**src/rtl/wwm_turn_if.sv**
```systemverilog
// World War Math turn controller bus: player, flight and HUD signals.
// master drives the controller inputs, slave is the controller itself.
interface wwm_turn_if #(
  parameter int SCORE_W = 4,
  parameter int TIMER_W = 10
);
  logic               Start;
  logic               Ack;
  logic               p1_fire;
  logic               p2_fire;
  logic               frame_tick;
  logic               flight_hit;
  logic               flight_miss;
  logic               launch;
  logic               active_player;
  logic [SCORE_W-1:0] p1_score;
  logic [SCORE_W-1:0] p2_score;
  logic [TIMER_W-1:0] aim_time;
  logic [1:0]         winner;
  logic               q_Idle;
  logic               q_Aim;
  logic               q_Flight;
  logic               q_GameOver;

  modport master (
    output Start, Ack, p1_fire, p2_fire,
    output frame_tick, flight_hit, flight_miss,
    input  launch, active_player,
    input  p1_score, p2_score, aim_time, winner,
    input  q_Idle, q_Aim, q_Flight, q_GameOver
  );

  modport slave (
    input  Start, Ack, p1_fire, p2_fire,
    input  frame_tick, flight_hit, flight_miss,
    output launch, active_player,
    output p1_score, p2_score, aim_time, winner,
    output q_Idle, q_Aim, q_Flight, q_GameOver
  );
endinterface

```
**src/rtl/wwm_turn_ctrl.sv**
```systemverilog
// Two-player turn scheduler: grants the projectile engine, keeps scores,
// runs the aim timer and flight watchdog, and declares the winner.
module wwm_turn_ctrl #(
  parameter int WIN_SCORE     = 3,
  parameter int SCORE_W       = 4,
  parameter int AIM_FRAMES    = 600,
  parameter int FLIGHT_FRAMES = 255,
  parameter int TIMER_W       = 10
) (
  input  logic       clk,
  input  logic       Reset,
  wwm_turn_if.slave  bus
);

  typedef enum logic [3:0] {
    S_IDLE   = 4'b0001,
    S_AIM    = 4'b0010,
    S_FLIGHT = 4'b0100,
    S_OVER   = 4'b1000
  } state_e;

  localparam logic [TIMER_W-1:0] AIM_LD = TIMER_W'(AIM_FRAMES);
  localparam logic [TIMER_W-1:0] WD_END = TIMER_W'(FLIGHT_FRAMES - 1);
  localparam logic [TIMER_W-1:0] T_ONE  = TIMER_W'(1);
  localparam logic [SCORE_W-1:0] S_ONE  = SCORE_W'(1);
  localparam logic [SCORE_W-1:0] S_MAX  = '1;
  localparam logic [SCORE_W-1:0] S_WIN  = SCORE_W'(WIN_SCORE);

  state_e             state_q, state_d;
  logic               launch_q, launch_d;
  logic               act_q, act_d;
  logic [SCORE_W-1:0] p1_q, p1_d;
  logic [SCORE_W-1:0] p2_q, p2_d;
  logic [TIMER_W-1:0] aim_q, aim_d;
  logic [TIMER_W-1:0] wd_q, wd_d;
  logic [1:0]         win_q, win_d;

  logic               fire_ok;
  logic               wd_exp;
  logic [SCORE_W-1:0] cur_score;
  logic [SCORE_W-1:0] new_score;

  assign fire_ok   = act_q ? bus.p2_fire : bus.p1_fire;
  assign wd_exp    = bus.frame_tick && (wd_q == WD_END);
  assign cur_score = act_q ? p2_q : p1_q;
  assign new_score = (cur_score == S_MAX) ? cur_score
                                          : cur_score + S_ONE;

  always_ff @(posedge clk or posedge Reset) begin
    if (Reset) begin
      state_q  <= S_IDLE;
      launch_q <= 1'b0;
      act_q    <= 1'b0;
      p1_q     <= '0;
      p2_q     <= '0;
      aim_q    <= '0;
      wd_q     <= '0;
      win_q    <= 2'b00;
    end else begin
      state_q  <= state_d;
      launch_q <= launch_d;
      act_q    <= act_d;
      p1_q     <= p1_d;
      p2_q     <= p2_d;
      aim_q    <= aim_d;
      wd_q     <= wd_d;
      win_q    <= win_d;
    end
  end

  always_comb begin
    state_d  = state_q;
    launch_d = 1'b0;
    act_d    = act_q;
    p1_d     = p1_q;
    p2_d     = p2_q;
    aim_d    = aim_q;
    wd_d     = wd_q;
    win_d    = win_q;
    unique case (1'b1)
      state_q[0]: begin
        if (bus.Start) begin
          state_d = S_AIM;
          act_d   = 1'b0;
          p1_d    = '0;
          p2_d    = '0;
          win_d   = 2'b00;
          aim_d   = AIM_LD;
        end
      end
      state_q[1]: begin
        // fire beats an expiring tick in the same cycle
        if (fire_ok) begin
          state_d  = S_FLIGHT;
          launch_d = 1'b1;
          wd_d     = '0;
        end else if (bus.frame_tick) begin
          if (aim_q == T_ONE) begin
            act_d = ~act_q;
            aim_d = AIM_LD;
          end else if (aim_q != '0) begin
            aim_d = aim_q - T_ONE;
          end
        end
      end
      state_q[2]: begin
        if (bus.flight_hit) begin
          if (act_q) p2_d = new_score;
          else       p1_d = new_score;
          if (new_score == S_WIN) begin
            state_d = S_OVER;
            win_d   = act_q ? 2'b10 : 2'b01;
          end else begin
            state_d = S_AIM;
            act_d   = ~act_q;
            aim_d   = AIM_LD;
          end
        end else if (bus.flight_miss || wd_exp) begin
          state_d = S_AIM;
          act_d   = ~act_q;
          aim_d   = AIM_LD;
        end else if (bus.frame_tick) begin
          wd_d = wd_q + T_ONE;
        end
      end
      state_q[3]: begin
        if (bus.Ack) state_d = S_IDLE;
      end
      default: state_d = S_IDLE;
    endcase
  end

  assign bus.launch        = launch_q;
  assign bus.active_player = act_q;
  assign bus.p1_score      = p1_q;
  assign bus.p2_score      = p2_q;
  assign bus.aim_time      = aim_q;
  assign bus.winner        = win_q;
  assign bus.q_Idle        = state_q[0];
  assign bus.q_Aim         = state_q[1];
  assign bus.q_Flight      = state_q[2];
  assign bus.q_GameOver    = state_q[3];

endmodule

```
**src/flat_wrapper.sv**
```systemverilog
// flat-port wrapper written by rule: the top's interface ports become plain ports
module wwm_turn_ctrl_flat 
#(
  parameter int WIN_SCORE     = 3,
  parameter int SCORE_W       = 4,
  parameter int AIM_FRAMES    = 600,
  parameter int FLIGHT_FRAMES = 255,
  parameter int TIMER_W       = 10
)
  (clk, Reset, bus_Start, bus_Ack, bus_p1_fire, bus_p2_fire, bus_frame_tick, bus_flight_hit, bus_flight_miss, bus_launch, bus_active_player, bus_p1_score, bus_p2_score, bus_aim_time, bus_winner, bus_q_Idle, bus_q_Aim, bus_q_Flight, bus_q_GameOver);
  wwm_turn_if #(.SCORE_W(SCORE_W), .TIMER_W(TIMER_W)) bus_i ();
  input  logic clk;
  input  logic Reset;
  input wire logic [$bits(bus_i.Start)-1:0] bus_Start;
  input wire logic [$bits(bus_i.Ack)-1:0] bus_Ack;
  input wire logic [$bits(bus_i.p1_fire)-1:0] bus_p1_fire;
  input wire logic [$bits(bus_i.p2_fire)-1:0] bus_p2_fire;
  input wire logic [$bits(bus_i.frame_tick)-1:0] bus_frame_tick;
  input wire logic [$bits(bus_i.flight_hit)-1:0] bus_flight_hit;
  input wire logic [$bits(bus_i.flight_miss)-1:0] bus_flight_miss;
  output wire logic [$bits(bus_i.launch)-1:0] bus_launch;
  output wire logic [$bits(bus_i.active_player)-1:0] bus_active_player;
  output wire logic [$bits(bus_i.p1_score)-1:0] bus_p1_score;
  output wire logic [$bits(bus_i.p2_score)-1:0] bus_p2_score;
  output wire logic [$bits(bus_i.aim_time)-1:0] bus_aim_time;
  output wire logic [$bits(bus_i.winner)-1:0] bus_winner;
  output wire logic [$bits(bus_i.q_Idle)-1:0] bus_q_Idle;
  output wire logic [$bits(bus_i.q_Aim)-1:0] bus_q_Aim;
  output wire logic [$bits(bus_i.q_Flight)-1:0] bus_q_Flight;
  output wire logic [$bits(bus_i.q_GameOver)-1:0] bus_q_GameOver;
  assign bus_i.Start = bus_Start;
  assign bus_i.Ack = bus_Ack;
  assign bus_i.p1_fire = bus_p1_fire;
  assign bus_i.p2_fire = bus_p2_fire;
  assign bus_i.frame_tick = bus_frame_tick;
  assign bus_i.flight_hit = bus_flight_hit;
  assign bus_i.flight_miss = bus_flight_miss;
  assign bus_launch = bus_i.launch;
  assign bus_active_player = bus_i.active_player;
  assign bus_p1_score = bus_i.p1_score;
  assign bus_p2_score = bus_i.p2_score;
  assign bus_aim_time = bus_i.aim_time;
  assign bus_winner = bus_i.winner;
  assign bus_q_Idle = bus_i.q_Idle;
  assign bus_q_Aim = bus_i.q_Aim;
  assign bus_q_Flight = bus_i.q_Flight;
  assign bus_q_GameOver = bus_i.q_GameOver;
  wwm_turn_ctrl #(.WIN_SCORE(WIN_SCORE), .SCORE_W(SCORE_W), .AIM_FRAMES(AIM_FRAMES), .FLIGHT_FRAMES(FLIGHT_FRAMES), .TIMER_W(TIMER_W)) u_core (.clk(clk), .Reset(Reset), .bus(bus_i));
endmodule
```
**config.mk**
```make
export PLATFORM = sky130hd
export DESIGN_NAME = wwm_turn_ctrl_flat
export DESIGN_NICKNAME = d
export VERILOG_FILES = /design/src/rtl/wwm_turn_if.sv /design/src/rtl/wwm_turn_ctrl.sv /design/src/flat_wrapper.sv
export SDC_FILE = /design/constraint.sdc
export NUM_CORES = 1
export LEC_CHECK = 0
export ABC_AREA = 0
export CAP_MARGIN = 10
export CORE_MARGIN = 3
export CORE_UTILIZATION = 48
export DETAILED_ROUTE_END_ITERATION = 8
export GPL_TIMING_DRIVEN = 0
export PLACE_DENSITY_LB_ADDON = 0.05
export SYNTH_ARGS = -nofsm -noshare
export SYNTH_HDL_FRONTEND = slang
export SYNTH_SLANG_ARGS = --single-unit
```
**constraint.sdc**
```tcl
create_clock -name clk -period 2.78 [get_ports clk]
set_input_delay 0.417 -clock clk [delete_from_list [all_inputs] [get_ports clk]]
set_output_delay 0.417 -clock clk [all_outputs]
set_load 0.02 [all_outputs]
```
# ---- Word-level counts from Yosys, hierarchy flattened
# Cells that the tools add are included.
dict set report word_totals {
  reg_bits 36
  inputBits 9
  output_inout_bits 26
  word_cells 89
}
dict set report classes {
  n_addsub 3
  eq_ne 19
  mux 46
  bitwise_logic 1
  reduce_logical 12
}
# op n
set ops {}
lappend ops {{$mux W10} 12}
lappend ops {{$mux W4} 10}
lappend ops {{$pmux W10 S3} 1}
lappend ops {{$ne A2 B2 Y1 const B} 12}
lappend ops {{$pmux W10 S2} 1}
lappend ops {{$pmux W4 S2} 2}
lappend ops {{$pmux W4 S4} 1}
lappend ops {{$reduce_and A7 Y1} 2}
lappend ops {{$reduce_and A4 Y1} 3}
lappend ops {{$add A10 B1 Y10 const B} 1}
lappend ops {{$eq A10 B1 Y1 const B} 1}
lappend ops {{$eq A10 B8 Y1 const B} 1}
lappend ops {{$mux W1} 10}
lappend ops {{$mux W2} 5}
lappend ops {{$reduce_bool A10 Y1} 1}
lappend ops {{$sub A10 B1 Y10 const B} 1}
lappend ops {{$ne A3 B3 Y1 const B} 3}
lappend ops {{$mux W3} 2}
lappend ops {{$reduce_and A5 Y1} 1}
lappend ops {{$add A4 B1 Y4 const B} 1}
lappend ops {{$eq A4 B2 Y1 const B} 1}
lappend ops {{$eq A4 B4 Y1 const B} 1}
lappend ops {{$pmux W2 S2} 1}
lappend ops {{$reduce_bool A2 Y1} 2}
lappend ops {{5 further kinds} 5}

# ---- Depth between registers and ports, before layout
# Gate-level depths: netlist of run 1.
dict set report depth {
  word_depth 7
  depth_mapped 11
  ltp_nobuf 9
}

# ---- Worst setup path before layout of run 1
# OpenSTA, ideal clock, no wires.
dict set report synth_path {
  path_kind {flip-flop to flip-flop}
  startpoint {reg u_core.act_q, in the netlist u_core.bus.active_player}
  endpoint {reg u_core.act_q, in the netlist u_core.bus.active_player}
  setup_ns 0.069
  arrival_ns 2.708
  required_time_ns 2.711
  setup_slack_ns 0.003
  path_stages_with_launch 12
  n_path_buf 2
  period_less_slack_ns 2.777
  path_cell_list {dfrtp_1 > buf_6 > mux2i_1 > inv_1 > ha_1 > and3b_1 > o32ai_2 > a211oi_4 > and2_1 > buf_2 > or4_1 > nand3_1}
}
dict set report synth_via {
  elab_chain_len 6
  elab_cells_between_ends 17
  classes_between {add/sub (1); eq/ne (4); mux (10); bitwise (1); reduce/logical (1)}
}
# element line_no
set synth_lines {}
lappend synth_lines {{start, declared} wwm_turn_ctrl.sv:31} ;# logic act_q, act_d;
lappend synth_lines {{start signal, assigned} wwm_turn_ctrl.sv:62} ;# act_q <= act_d;
lappend synth_lines {{$mux W4} wwm_turn_ctrl.sv:45} ;# assign cur_score = act_q ? p2_q : p1_q;
lappend synth_lines {{$add A4 B1 Y4 / $eq A4 B4 Y1 (equally long branches)} {wwm_turn_ctrl.sv:47, wwm_turn_ctrl.sv:46}}
lappend synth_lines {{$mux W4} wwm_turn_ctrl.sv:46} ;# assign new_score = (cur_score == S_MAX) ? cur_score
lappend synth_lines {{$eq A4 B2 Y1} wwm_turn_ctrl.sv:110} ;# if (new_score == S_WIN) begin
lappend synth_lines {{$ne A3 B3 Y1 (no source line)} n/a}
lappend synth_lines {{$reduce_and A7 Y1 (no source line)} n/a}
# Several ways; a longest one is shown, not always the timed one. The select of a mux whose other input is x is not followed.
# A chain may end at the register's enable or synchronous reset.

# ---- Final worst setup path of run 1
dict set report layout_path {
  startpoint {reg u_core.act_q, in the netlist u_core.bus.active_player}
  endpoint {reg u_core.aim_q[4], in the netlist u_core.bus.aim_time[4]}
}
dict set report layout_via {
  elab_chain_len 6
  elab_cells_between_ends 9
  classes_between {add/sub (1); eq/ne (4); mux (3); reduce/logical (1)}
}
# element line_no
set layout_lines {}
lappend layout_lines {{$mux W4} wwm_turn_ctrl.sv:45}
lappend layout_lines {{$add A4 B1 Y4 / $eq A4 B4 Y1 (equally long branches)} {wwm_turn_ctrl.sv:47, wwm_turn_ctrl.sv:46}}
lappend layout_lines {{$mux W4} wwm_turn_ctrl.sv:46}
lappend layout_lines {{$eq A4 B2 Y1} wwm_turn_ctrl.sv:110}
lappend layout_lines {{$ne A3 B3 Y1 (no source line)} n/a}
lappend layout_lines {{$reduce_and A7 Y1 (no source line) (*)} n/a}
lappend layout_lines {{end signal, assigned} wwm_turn_ctrl.sv:65} ;# aim_q <= aim_d;
lappend layout_lines {{end, declared} wwm_turn_ctrl.sv:34} ;# logic [TIMER_W-1:0] aim_q, aim_d;
# Mark *: on every way between the ends. The rest lies on a longest branch, timed or not.

==> flow_metrics.tcl, run 1 <==
set metrics [dict create \
    num_rows 23 \
    path_class "flip-flop to flip-flop" \
    cp.arrival_ns 2.84 \
    track_usage_pct 20.8 \
    dpl.hpwl_mm 3.57 \
    yosys.area.top_type "dfrtp_1" \
    synth_edf_count 0 \
    fin_total_pwr_mw 2.69 \
    worst_pin_slew_ns 0.757 \
    period_share_pct 96.6 \
    synthTopCellsByArea "dfrtp_1 40%, nand2_1 4.5%, a22o_1 3.6%, ha_1 3.4%, nand3_1 3.0%" \
    synth-seq-cells 36 \
    insertion_delay_ns 0.29 \
    power.density_nw_per_um2 975 \
    final_nets 299 \
    globalplace.congestion 0.790 \
    synth_nets 251 \
    ios 35 \
    min_period_ns 2.69 \
    drv_cap 0 \
    async_flop_share_pct 100 \
    grt_max_degree 37 \
    gr-total-overflow 0 \
    syn_inst 236 \
    hold_path.class "flip-flop to flip-flop" \
    die-area_um2 5390 \
    synth_top_area_share_pct 40.1 \
    finalMaxSlewViolations 0 \
    yosysMostFrequentCell "dfrtp_1" \
    dr.pass1.iters 4 \
    fin_worst_skew_ns 0.00326 \
    clockBufferDepth 2 \
    drive_above_1_share_pct 11.6 \
    htreeDepth 2 \
    critPathCaptureType "flip-flop" \
    slew-limit-headroom_pct 49.5 \
    clock-sinks 36 \
    numCtsBuffers 5 \
    first_iter_violations 95 \
    fp.dieH_um 73.4 \
    peakVddDrop_uv 482 \
    drtAntennaViolNets 0 \
    io_buffer_count 34 \
    drt_wl_total_mm 5.18 \
    clockRootBuffer "clkbuf_8" \
    grt_pass1_wl_mm 8.78 \
    instances_no_fill 335 \
    dieWidth_um 73.4 \
    area_growth_pct 26.5 \
    netlist_area_um2 2180 \
    synth-seq-area-share_pct 41.3 \
    start_util_pct 52.0 \
    vias_per_cell 5.75 \
    place_inst 320 \
    clkSlewWorstSetupHoldPaths_ns 0.07 \
    antenna_cells 0 \
    yosys-top-cells-count "35 x dfrtp_1, 26 x nand2_1, 16 x nor2_1, 13 x nand3_1, 13 x o21ai_0" \
    grt_pass1_vias 1781 \
    syn_area_per_cell_um2 9.25 \
    crit_fanout 8 \
    wire_per_inst_um 15.5 \
    yosysWarnings 0 \
    fmax_mhz 372 \
    ys.flop_type "dfrtp_1" \
    cp-start-kind "flip-flop" \
    ys_types 46 \
    tritoncts "built" \
    coreArea_um2 4200 \
    antenna_found_initial 0 \
    setup_violations 0 \
    vias 1925 \
    crit_required_ns 2.93 \
    status "finished, final reports clean" \
    drc 0 \
    finalHoldViolCount 0 \
    total_leakage_power_nw 1.18 \
]
-- cells in the final DEF, fill, tap and decap left out, types with 6 or more instances in the layout --
cell type	count
clkbuf_8	6
nand2_1	26
nor3_1	10
a22o_1	9
nor2_1	16
o21ai_0	13
nand3_1	13
a31oi_1	6
clkdlybuf4s50_1	34
dfrtp_1	35
nand2b_1	7
inv_1	10
a21oi_1	12
xnor2_1	6
buf_4	7
-- state kept, by name, summed over array words and instances (netlist names) --
signal,flops
u_core.bus.active_player,1
u_core.bus.aim_time,10
u_core.bus.launch,1
u_core.bus.p1_score,4
u_core.bus.p2_score,4
u_core.bus.winner,2
u_core.state_q,4
u_core.wd_q,10
-- routing by layer --
metal,global-route usage (%),vias up,share of wire [%]
met5,0,-,0
met4,6.44,0,1.2
met3,4.51,5,3.4
met2,33.5,33,47
met1,27.8,935,48
li1,-,952,-
-- layout make-up --
type                       count  area [µm²]
clock buffer                   8        90.1
tap                           50        62.6
inverter                      11        41.3
multi-input combinational    179        1200
sequential                    36         902
fill                         368        1440
timing repair buffer          41         397
buffer                        10        67.6
-- cells by family (layout without fill, tap and decap cells) --
logic type	after synthesis	count (layout)	share of synthesized area (%)
buffers and inverters	21	70	4.87
AOI/OAI and AO/OA	58	58	19.2
xor gates and xnor gates	7	7	2.81
DFF	36	36	41.3
adders and majority gates	6	6	3.44
and+or+nand+nor	103	103	25.0
muxes	5	5	3.32
-- where the power goes --
| part | internal (mW) | leakage, nW | switching, mW |
|---|---|---|---|
| sequential | 0.649 | 0.467 | 0.150 |
| combinational | 0.661 | 0.670 | 0.842 |
| clock | 0.202 | 0.0455 | 0.189 |
-- critical path: stages, from the launching register on --
cell	delay (ns)
dfrtp_1	0.39
buf_6	0.15
mux2_4	0.31
ha_2	0.22
and3b_1	0.21
o32ai_4	0.30
a211oi_4	0.09
a311oi_2	0.43
and2_1	0.20
buf_6	0.13
a41oi_2	0.12
-- worst paths after layout --
kind / start / to / slack, ns / depth (start not counted)
worst min register to register: u_core.state_q[3] / u_core.state_q[0] / 0.50 / 1
max in group asynchronous: Reset / u_core.bus.aim_time[5] / 1.71 / 2
worst min-delay path: u_core.state_q[3] / u_core.state_q[0] / 0.50 / 1
worst max register to register: u_core.bus.active_player / u_core.bus.aim_time[4] / 0.09 / 10
worst max-delay path: u_core.bus.active_player / u_core.bus.aim_time[4] / 0.09 / 10
min in group asynchronous: Reset / u_core.bus.aim_time[7] / 0.58 / 2
-- timing repair --
action	4_1_cts	5_1_grt
pin swaps	2	2
endpoints found under the hold margin	0	0
hold buffers	0	0
gates cloned	0	1
setup buffers	1	5
resized for setup	4	1
setup endpoints to repair	11	11
-- per-stage QoR --
step                      setup slack (ns)  TNS [ns]  instance area, µm²  hold slack (ns)  util, %
after detailed placement            -0.216     -1.40                2590            0.487     61.6
final                               0.0944         0                2760            0.498     65.7
after global routing               -0.0337   -0.0888                2760            0.542     65.7
after global placement              -0.146    -0.760                2590            0.484     61.6
after CTS                           0.0140         0                2710            0.502     64.5
after floorplan                    0.00290         0                2180            0.503        -
(Power assumes the default switching activity.)
==> inputs of run 2 (changes only) <==
--- a/config.mk
+++ b/config.mk
@@ -8,7 +8,8 @@
 export ABC_AREA = 0
 export CAP_MARGIN = 10
 export CORE_MARGIN = 3
-export CORE_UTILIZATION = 48
+export CORE_UTILIZATION = 50
+export CTS_CLUSTER_SIZE = 40
 export DETAILED_ROUTE_END_ITERATION = 8
 export GPL_TIMING_DRIVEN = 0
 export PLACE_DENSITY_LB_ADDON = 0.05
==> constraint.sdc (replaced) <==
create_clock -name clk -period 3.45 [get_ports clk]
set_input_delay 0.5175 -clock clk [delete_from_list [all_inputs] [get_ports clk]]
set_output_delay 0.5175 -clock clk [all_outputs]
set_load 0.02 [all_outputs]
==> flow_metrics.tcl, run 2 (synthesized netlist as in run 1, its figures left out) <==
set metrics [dict create \
    status "finished, final reports clean" \
    placed_area_um2 2590 \
    htreeDepth 2 \
    insertion_delay_ns 0.30 \
    area_growth_pct 22.5 \
    finalHoldViolCount 0 \
    vias_per_cell 5.74 \
    grt_pass1_vias 1787 \
    crit_fanout 10 \
    drc 0 \
    dr.pass1.iters 5 \
    total_leakage_power_nw 1.15 \
    clkSlewWorstSetupHoldPaths_ns 0.07 \
    num_rows 23 \
    die-area_um2 5200 \
    setup_violations 0 \
    clock-sinks 36 \
    dpl.hpwl_mm 3.54 \
    start_util_pct 53.1 \
    min_period_ns 2.97 \
    critPathBufInv 3 \
    crit_family "compound AO/OA/AOI/OAI gates" \
    ios 35 \
    final_common_cell "dfrtp_1" \
    multi_input_area_um2 1170 \
    cp_cell_sequence "buf_6, mux2i_1, inv_1, ha_1, and3b_1, o32ai_2, a211oi_4, a311oi_2, buf_2, nand2_1, a22o_1" \
    final_cell_area_um2 2670 \
    tns_ns 0 \
    critPathCaptureType "flip-flop" \
    cts_resized 0 \
    dieWidth_um 72.1 \
    max_stage_delay_ns 0.42 \
    coreArea_um2 4120 \
    crit_required_ns 3.63 \
    track_usage_pct 20.2 \
    grt_pass1_wl_mm 8.42 \
    cp-start-kind "flip-flop" \
    antenna_found_initial 0 \
    final_cell_mix "35 x dfrtp_1, 34 x clkdlybuf4s50_1, 26 x nand2_1" \
    rsz0062_at_grt "false" \
    ff2ff_setup_slack_ns 0.48 \
    slew-limit-headroom_pct 49.3 \
    vias 1882 \
    drv_cap 0 \
    crit_slowest_cell "o32ai_2" \
    tritoncts "built" \
    clockBufferDepth 2 \
    cp.arrival_ns 3.16 \
    first_iter_violations 118 \
    globalplace.congestion 0.799 \
    wire_per_inst_um 14.9 \
    power.density_nw_per_um2 770 \
    postCtsSetupRepairBufs 0 \
    antenna_cells 0 \
    numCtsBuffers 5 \
    final_nets 292 \
    fp.dieH_um 72.1 \
    fill_cells 353 \
    clockRootBuffer "clkbuf_8" \
    fmax_mhz 336 \
    hold_path.class "flip-flop to flip-flop" \
    peakVddDrop_uv 392 \
    period_share_pct 86.2 \
    fin_worst_skew_ns 0.0139 \
    worst_pin_slew_ns 0.759 \
    seqCellArea_um2 902 \
    finalMaxSlewViolations 0 \
    drive_above_1_share_pct 9.35 \
    cts_hold_buffers 0 \
    io_buffer_count 34 \
    gr-total-overflow 0 \
    drt_wl_total_mm 4.89 \
    path_class "flip-flop to flip-flop" \
    grt_max_degree 37 \
    drtAntennaViolNets 0 \
]
## run 2: worst reg2reg max path, delay by kind of cell, from the launching register on
family	cells	cell delay (ns)
flops	1	0.38
fa+ha+maj	1	0.28
compound gates	4	1.07
buf+inv	3	0.52
mux	1	0.32
simple gates	2	0.30
## run 2: area by class of cell
| class | count | area share [%] |
|---|---|---|
| well taps | 50 | 2.34 |
| inverters | 11 | 1.54 |
| flip-flops and latches | 36 | 33.7 |
| plain buffers | 10 | 2.43 |
| repair buffers | 34 | 12.7 |
| clock inverters | 3 | 0.702 |
| clock buffers | 5 | 2.57 |
| multi-input cells | 179 | 43.9 |
## run 2: worst paths after layout
path                            depth (start not counted)                     start                      to
worst max-delay path                                   11  u_core.bus.active_player  u_core.bus.aim_time[5]
worst min-delay path                                    1         u_core.state_q[3]       u_core.state_q[0]
worst max register to register                         11  u_core.bus.active_player  u_core.bus.aim_time[5]
worst min register to register                          1         u_core.state_q[3]       u_core.state_q[0]
max in group asynchronous                               2                     Reset  u_core.bus.aim_time[6]
min in group asynchronous                               2                     Reset  u_core.bus.aim_time[2]
## run 2: routing by layer
layer  vias to the layer above  wire length (µm)  GRT usage (%)
met5                         -                 0              0
met2                        49              2220           31.6
met4                         0                50           5.85
met1                       886              2390           27.7
met3                         4               225           5.12
li1                        943                 -              -
## run 2: power breakdown
| part | switching [mW] | total [mW] | leakage (nW) | internal, mW |
|---|---|---|---|---|
| Combinational | 0.650 | 1.11 | 0.638 | 0.462 |
| Clock | 0.168 | 0.309 | 0.0479 | 0.141 |
| Sequential | 0.115 | 0.639 | 0.467 | 0.523 |
## run 2: metrics by stage
| stage | power (mW) | std cells | hold slack (ns) | util [%] | setup slack, ns |
|---|---|---|---|---|---|
| floorplan | 1.39 | 236 | 0.503 | - | 0.673 |
| global placement | 1.74 | 320 | 0.476 | 62.8 | 0.568 |
| detailed placement | 1.75 | 320 | 0.497 | 62.8 | 0.520 |
| CTS | 2.07 | 328 | 0.509 | 65.0 | 0.486 |
| global route | 2.21 | 328 | 0.530 | 65.0 | 0.267 |
| finish | 2.06 | 328 | 0.523 | 65.0 | 0.477 |
